## src/rtl/score_pkg.sv

```systemverilog
// Shared score widths, win threshold and types for the snake score path.
// Latency: none (declarations only).
// Backpressure: none.
package score_pkg;

    localparam int SCORE_W   = 8;
    localparam int WIN_SCORE = 100;

    typedef logic [7:0] score_t;
    typedef logic [3:0] bcd_digit_t;

    // Larger of two scores, used when folding a finished game into the high score.
    function automatic score_t max_score(input score_t a, input score_t b);
        return (a > b) ? a : b;
    endfunction

endpackage

```

## src/rtl/bin_to_bcd8.sv

```systemverilog
// Binary (8-bit) to three-digit BCD conversion via shift-and-add-3.
// Latency: purely combinational.
// Backpressure: none; output follows input continuously.
module bin_to_bcd8
    import score_pkg::*;
(
    input  score_t     bin,
    output bcd_digit_t ones,
    output bcd_digit_t tens,
    output bcd_digit_t hundreds
);

    // Working register: {hundreds, tens, ones, binary} shifted left one bit per step.
    logic [19:0] sr;

    // Double-dabble: before each shift, bump any digit >= 5 by 3 so it carries correctly.
    always_comb begin
        sr = {12'd0, bin};
        for (int i = 0; i < 8; i++) begin
            if (sr[11:8] >= 4'd5) begin
                sr[11:8] = sr[11:8] + 4'd3;
            end
            if (sr[15:12] >= 4'd5) begin
                sr[15:12] = sr[15:12] + 4'd3;
            end
            if (sr[19:16] >= 4'd5) begin
                sr[19:16] = sr[19:16] + 4'd3;
            end
            sr = sr << 1;
        end
    end

    assign ones     = sr[11:8];
    assign tens     = sr[15:12];
    assign hundreds = sr[19:16];

endmodule

```

## src/rtl/score_tracker3.sv

```systemverilog
// Snake score keeper: current score, session high score, game-over flag, BCD display digits.
// Latency: state updates on the collision edge; display outputs combinational from the registers.
// Backpressure: none; collision levels are consumed every rising clk edge.
module score_tracker3
    import score_pkg::*;
#(
    parameter int WIN_SCORE = score_pkg::WIN_SCORE,
    parameter int SCORE_W   = score_pkg::SCORE_W
)(
    input  logic               clk,
    input  logic               nRst,
    input  logic               goodColl,
    input  logic               badColl,
    output logic [SCORE_W-1:0] current_score,
    output logic [SCORE_W-1:0] dispScore,
    output logic               isGameComplete,
    output logic [3:0]         bcd_ones,
    output logic [3:0]         bcd_tens,
    output logic [3:0]         bcd_hundreds
);

    localparam logic [SCORE_W-1:0] WIN_VAL = SCORE_W'(WIN_SCORE);
    localparam logic [SCORE_W-1:0] ONE_VAL = SCORE_W'(1);

    logic [SCORE_W-1:0] current_q;
    logic [SCORE_W-1:0] high_q;
    logic               done_q;

    logic [SCORE_W-1:0] score_inc;
    logic               at_win;

    // Next score if an apple is taken; the counter stops at the win score, never wraps.
    always_comb begin
        score_inc = current_q;
        if (current_q != WIN_VAL) begin
            score_inc = current_q + ONE_VAL;
        end
        at_win = (score_inc == WIN_VAL);
    end

    // Game state: game-over freezes scoring until the next apple restarts play at 1.
    always_ff @(posedge clk or posedge nRst) begin
        if (nRst) begin
            current_q <= '0;
            high_q    <= '0;
            done_q    <= 1'b0;
        end else if (done_q) begin
            // Fatal collisions mean nothing once the game is over; an apple starts afresh.
            if (goodColl) begin
                current_q <= ONE_VAL;
                done_q    <= (ONE_VAL == WIN_VAL);
            end
        end else if (badColl) begin
            // A fatal collision wins over an apple in the same cycle; the score stands.
            done_q <= 1'b1;
            high_q <= max_score(score_t'(high_q), score_t'(current_q));
        end else if (goodColl) begin
            current_q <= score_inc;
            if (at_win) begin
                done_q <= 1'b1;
                high_q <= max_score(score_t'(high_q), score_t'(WIN_VAL));
            end
        end
    end

    assign current_score  = current_q;
    assign isGameComplete = done_q;
    assign dispScore      = done_q ? high_q : current_q;

    bin_to_bcd8 u_bcd (
        .bin      (score_t'(dispScore)),
        .ones     (bcd_ones),
        .tens     (bcd_tens),
        .hundreds (bcd_hundreds)
    );

endmodule

```

## config.mk

```make
export PLATFORM = sky130hd
export DESIGN_NAME = score_tracker3
export DESIGN_NICKNAME = d
export VERILOG_FILES = /design/src/rtl/score_pkg.sv /design/src/rtl/bin_to_bcd8.sv /design/src/rtl/score_tracker3.sv
export SDC_FILE = /design/constraint.sdc
export NUM_CORES = 1
export LEC_CHECK = 0
export BUFFER_PORTS_ARGS = -buffer_cell sky130_fd_sc_hd__buf_2
export CAP_MARGIN = 20
export CORE_MARGIN = 5
export CORE_UTILIZATION = 45
export DETAILED_ROUTE_END_ITERATION = 16
export PLACE_DENSITY_LB_ADDON = 0.15
export SKIP_LAST_GASP = 1
export SYNTH_ARGS = -nofsm -noshare
export SYNTH_HDL_FRONTEND = slang
export SYNTH_SLANG_ARGS = --single-unit
```

## constraint.sdc

```tcl
create_clock -name clk -period 7.1 [get_ports clk]
set_input_delay 0 -clock clk [delete_from_list [all_inputs] [get_ports clk]]
set_output_delay 0 -clock clk [all_outputs]
set_load 0.02 [all_outputs]
```

### Yosys cells after proc, flatten, opt, wreduce, memory -nomap -nowiden

Index checks and enable logic that the tools add are counted.

* flip-flop bits (word level): 17
* bits of input ports: 4
* output and inout bits: 29
* logic and storage cells: 87

* add/subtract/negate cells: 19
* $lt $le $gt $ge: 20
* eq/ne operators: 6
* muxes and demuxes: 34
* bitwise logic cells: 1
* reductions and logical operators: 4

Operator list (number)
* $mux 8: 11
* $ge 4x3->1 const B: 15
* $mux 4: 12
* $add 4x2->4 const B: 11
* $mux 3: 6
* $add 3x2->3 const B: 4
* $add 8x1->8 const B: 1
* $eq 8x7->1 const B: 1
* $gt 8x7->1 const B: 1
* $gt 8x8->1: 1
* $ne 8x7->1 const B: 1
* $add 1x2->3 const B: 2
* $ge 1x3->1 const B: 2
* $ne 2x2->1 const B: 3
* $mux 1: 5
* $reduce_and 5->1: 1
* $reduce_bool 2->1: 2
* $add 1x2->3 const AB: 1
* $ge 1x3->1 const AB: 1
* $reduce_and 3->1: 1
* $ne 2x1->1 const B: 1
* $not 1->1: 1

### Depth between registers and ports, before layout

* word-level depth: 15
* mapped depth: 25
* gate-level depth less buffers: 24

### Hierarchy

From an unflattened synthesis, not the netlist that was laid out.

* cells, all modules: 292
* area, all modules: 2273.4 µm²

Modules (own cells, without submodules)
* score_tracker3: times used 1, cells each 158, area each 1303.8 µm²
* bin_to_bcd8: times used 1, cells each 134, area each 969.7 µm²

### Worst setup path after synthesis

Ideal clock, no wire load.

* path type: flip-flop to output port
* start point: register done_q, in the netlist isGameComplete
* end point: output bcd_tens[3]
* arrival time: 4.680 ns
* setup slack: 2.420 ns
* cell stages (with the launch flop): 24
* path buffers: 1
* path through: dfrtp_1 buf_6 mux2i_2 ha_1 inv_1 ha_1 a21oi_1 xnor2_2 inv_1 ha_1 nand2b_1 a31o_4 xnor2_4 ha_1 nand2b_1 nand2_1 mux2i_2 inv_1 nand2_1 ha_1 a21oi_1 nor2_1 a21o_1 o31ai_1

* word-level cells in the longest chain between the ends: 15

RTL lines
* start: declaration: line score_tracker3.sv:27 `logic done_q;`
* start signal: assignment: line score_tracker3.sv:51 `done_q <= (ONE_VAL == WIN_VAL);`
* $mux 8 *: line score_tracker3.sv:68 `assign dispScore = done_q ? high_q : current_q;`
* $ge 1x3->1 or $add 1x2->3 (tied branches): line bin_to_bcd8.sv:20, bin_to_bcd8.sv:21
* $mux 3: line bin_to_bcd8.sv:20 `if (sr[11:8] >= 4'd5) begin`
* $add 4x2->4 or $ge 4x3->1 (tied branches): line bin_to_bcd8.sv:21, bin_to_bcd8.sv:20
* $mux 4: line bin_to_bcd8.sv:20
* $add 4x2->4 (tied with other cells): line bin_to_bcd8.sv:21 `sr[11:8] = sr[11:8] + 4'd3;`
* $mux 4 (on tied branches): line bin_to_bcd8.sv:20, bin_to_bcd8.sv:23
* $add 4x2->4 (tied with other cells): line bin_to_bcd8.sv:21
* $mux 4 (on tied branches): line bin_to_bcd8.sv:20, bin_to_bcd8.sv:23
* $add 4x2->4 (tied with other cells): line bin_to_bcd8.sv:24 `sr[15:12] = sr[15:12] + 4'd3;`
* $mux 4 (on tied branches): line bin_to_bcd8.sv:23, bin_to_bcd8.sv:20
* $add 4x2->4 (tied with other cells): line bin_to_bcd8.sv:24
* $mux 4 (on tied branches): line bin_to_bcd8.sv:23, bin_to_bcd8.sv:20
* $add 4x2->4 or $ge 4x3->1 (tied branches): line bin_to_bcd8.sv:24, bin_to_bcd8.sv:23
* $mux 4 *: line bin_to_bcd8.sv:23 `if (sr[15:12] >= 4'd5) begin`
* end: declaration: line score_tracker3.sv:18 `output logic [3:0] bcd_tens,`

Mark *: on every way between the ends. The rest lies on a longest branch, timed or not.

### Worst setup path after layout

* start point: register done_q, in the netlist isGameComplete
* end point: output bcd_hundreds[0]

* word-level cells in the longest chain between the ends: 15

RTL lines
* $mux 8 *: line score_tracker3.sv:68
* $ge 1x3->1 or $add 1x2->3 (tied branches): line bin_to_bcd8.sv:20, bin_to_bcd8.sv:21
* $mux 3: line bin_to_bcd8.sv:20
* $add 4x2->4 or $ge 4x3->1 (tied branches): line bin_to_bcd8.sv:21, bin_to_bcd8.sv:20
* $mux 4: line bin_to_bcd8.sv:20
* $add 4x2->4 (tied with other cells): line bin_to_bcd8.sv:21
* $mux 4 (on tied branches): line bin_to_bcd8.sv:20, bin_to_bcd8.sv:23
* $add 4x2->4 (tied with other cells): line bin_to_bcd8.sv:21
* $mux 4 (on tied branches): line bin_to_bcd8.sv:20, bin_to_bcd8.sv:23
* $add 4x2->4 (tied with other cells): line bin_to_bcd8.sv:24
* $mux 4 (on tied branches): line bin_to_bcd8.sv:23, bin_to_bcd8.sv:20
* $add 4x2->4 (tied with other cells): line bin_to_bcd8.sv:24
* $mux 4 (on tied branches): line bin_to_bcd8.sv:23, bin_to_bcd8.sv:20
* $add 4x2->4 or $ge 4x3->1 (tied branches): line bin_to_bcd8.sv:24, bin_to_bcd8.sv:23
* $mux 4 *: line bin_to_bcd8.sv:23
* end: declaration: line score_tracker3.sv:19 `output logic [3:0] bcd_hundreds`

Marks and branches as above.

==> metrics.txt <==
via count=1,908; gpl congestion=~0.8; status=finished clean; Post-synth ARST share=1.00; CTS buffer count=3; Post-route DRC=0; CTS tree=built; Slew Limit Headroom=0.465; largest cells by area after synthesis=dfrtp_1 20%, ha_1 11%, a21oi_1 5.1%; first-pass GRT wire length=8.56 mm; Seq/Total Area, Yosys=0.195; yosys warns=0; H-Tree Depth=1; final net count=roughly 300; final hold vios=0; post-route ant nets=0; Top FF cell, synth=dfrtp_1; worst vdd ir=0.372 mV; pre-CTS WS=around 2.1 ns; leakage=roughly 0.0011 µW; initial core utilization=0.461; Max-Cap Viols=0; IO Port Bufs=30; # rows=25; area of the core=around 4700 µm²; CP Max Fanout=11; Worst Path Class, Setup=reg2out; final period utilization=0.745; Clock Skew=between 0.004 and 0.005 ns; synthesized flop and latch total=17; antenna violations before repair=0; share of layout cells above drive strength 1=0.228; syn avg cell area=roughly 8.4 µm²; # setup viols final=0; P per Cell Area=approximately 400 nW/µm²; type of origin of the critical path=flip-flop; area delta synth->final=11.2%; Post-Synthesis Cells=between 200 and 300; Worst-path clk slew=roughly 0.070 ns; Slew Limit Fails=0; 1st-iter DRT viols=74; total negative setup slack=0 ns; most frequent cell after synthesis=nand2_1; post-synthesis cell area=~2200 µm²; Pre-antenna DRT Iters=4; RSZ-0062 raised after global routing=false; Avg WL per Cell=roughly 14 µm; number of synthesized flops with an enable pin=0; combinational power share=0.772; Pint=around 460 µW; top post-synthesis cells by count=29 x nand2_1, 22 x a21oi_1, 22 x inv_1, 19 x ha_1, 17 x dfrtp_1; die area=around 6300 µm²; Tot GR Track Use=0.165; post-route minimum period=roughly 5.3 ns; clock share of power=0.078; sequential share of power=0.151; Worst Slack Setup Final=around 1.8 ns; Fmax=around 190 MHz; Setup Buffers After CTS=0; CP arrival=about 5.3 ns; grt total ovfl=0; Synth cell types=61; Via density=~5.4; sw frac=0.524; WL final=4.84 mm; Die Span Y=79.6 µm; Longest Clk Path Bufs=2; Slew @ Worst Pin=between 0.7 and 0.8 ns; n_diodes=0; min-delay worst type=in2reg; CP endpoint kind=output port; Critical Path RT=7.10 ns; CTS sink cnt=17; root buf cell=clkbuf_8; largest area contributor in the netlist=dfrtp_1; sw power=508 µW; Synth top area share=0.195; pin count of the biggest net entering global routing=18; Die W=roughly 80 µm; vias in the first global route=around 1,800; PnR Total Power=a little under 1000 µW; IO Count=33; Fillers=about 470; post-DP HPWL=~3.8 mm; Clk Latency, worst-skew pair=approximately 0.25 ns
==> cells in the final DEF (no fill, tap or decap), types with 6 or more instances in the layout <==
cell type / count
a21oi_1: 22
buf_2: 30
dfrtp_1: 17
ha_1: 19
inv_1: 22
mux2i_1: 10
nand2_1: 29
nand2b_1: 6
nand3_1: 12
nor2_1: 16
o21ai_0: 11
==> power groups by stage <==
stage	clock [µW]	sequential [µW]	combinational (µW)
floorplan	0	143	605
global placement	0	148	747
detailed placement	0	148	748
CTS	79.1	146	753
global route	83.8	150	832
finish	75.3	146	749
==> layer usage <==
layer | vias to the layer above | GRT usage | share of wire
li1 | 981 | - | -
met5 | - | 0 | 0
met1 | 886 | 0.244 | 0.52
met4 | 0 | 0.0258 | 0.0054
met2 | 37 | 0.263 | 0.44
met3 | 4 | 0.0169 | 0.031
==> timing repair <==
| action | CTS | global route |
|---|---|---|
| hold buffers | 1 | 0 |
| endpoints found under the setup margin | 0 | 0 |
| endpoints found under the hold margin | 17 | 0 |
| gates resized for setup | 0 | 0 |
==> through the flow <==
| step | cells | cell area (µm²) | hold slack (ns) | util |
|---|---|---|---|---|
| 2_1_floorplan | 259 | 2180 | -0.0739 | - |
| 3_3_place_gp | 347 | 2370 | 0.137 | 0.501 |
| 3_5_place_dp | 347 | 2370 | 0.156 | 0.501 |
| 4_1_cts | 352 | 2420 | 0.0801 | 0.513 |
| 5_1_grt | 352 | 2420 | 0.106 | 0.513 |
| 6_report | 352 | 2420 | 0.0922 | 0.513 |
==> registers in the layout, indices dropped and copies added (netlist names) <==
register / count
current_score: 8
high_q: 8
isGameComplete: 1
==> cell type report <==
class	instances	area (µm²)	share of cell area
multi-input combinational	208	1610	0.665
sequential	17	425	0.176
timing repair buffer	32	168	0.0692
inverter	24	90.1	0.0372
tap	67	83.8	0.0346
clock buffer	4	45.0	0.0186
==> path summary, 6_finish.rpt <==
path | endpoint | slack, ns | from | cells after the start
max in group asynchronous | high_q[3]$_DFFE_PP0P_ | 6.26 | nRst | 3
worst min register to register | high_q[1]$_DFFE_PP0P_ | 0.54 | high_q[1]$_DFFE_PP0P_ | 1
worst min-delay path | current_score[7]$_DFFE_PP0P_ | 0.09 | goodColl | 3
worst max register to register | high_q[2]$_DFFE_PP0P_ | 3.93 | current_score[0]$_DFFE_PP0P_ | 9
worst max-delay path | bcd_hundreds[0] | 1.81 | isGameComplete$_DFF_PP0_ | 23
min in group asynchronous | current_score[6]$_DFFE_PP0P_ | 0.39 | nRst | 3
==> critical path: stages, from the launching register on <==
cell	delay (ns)
dfrtp_1	0.66
mux2i_2	0.38
ha_1	0.20
inv_1	0.04
ha_1	0.25
a21oi_1	0.24
xnor2_2	0.23
inv_1	0.11
ha_1	0.21
nand2b_1	0.16
a31o_4	0.29
xnor2_4	0.23
ha_1	0.18
nand2b_1	0.16
nand2_1	0.08
mux2i_2	0.23
inv_1	0.07
nand2_1	0.08
ha_1	0.20
a21oi_1	0.11
xnor2_1	0.45
o21ai_1	0.15
xnor2_1	0.13
buf_2	0.17
==> logic make-up after synthesis <==
group	count (synthesis)	synth area share
AND/OR/NAND/NOR	78	0.170
multiplexers	21	0.117
XOR/XNOR	7	0.0436
flip-flops	17	0.195
buffers and inverters	34	0.0672
adder cells (fa/ha/maj)	19	0.109
other	1	0.00172
AO/OA/AOI/OAI	81	0.296
(Power assumes the default switching activity.)
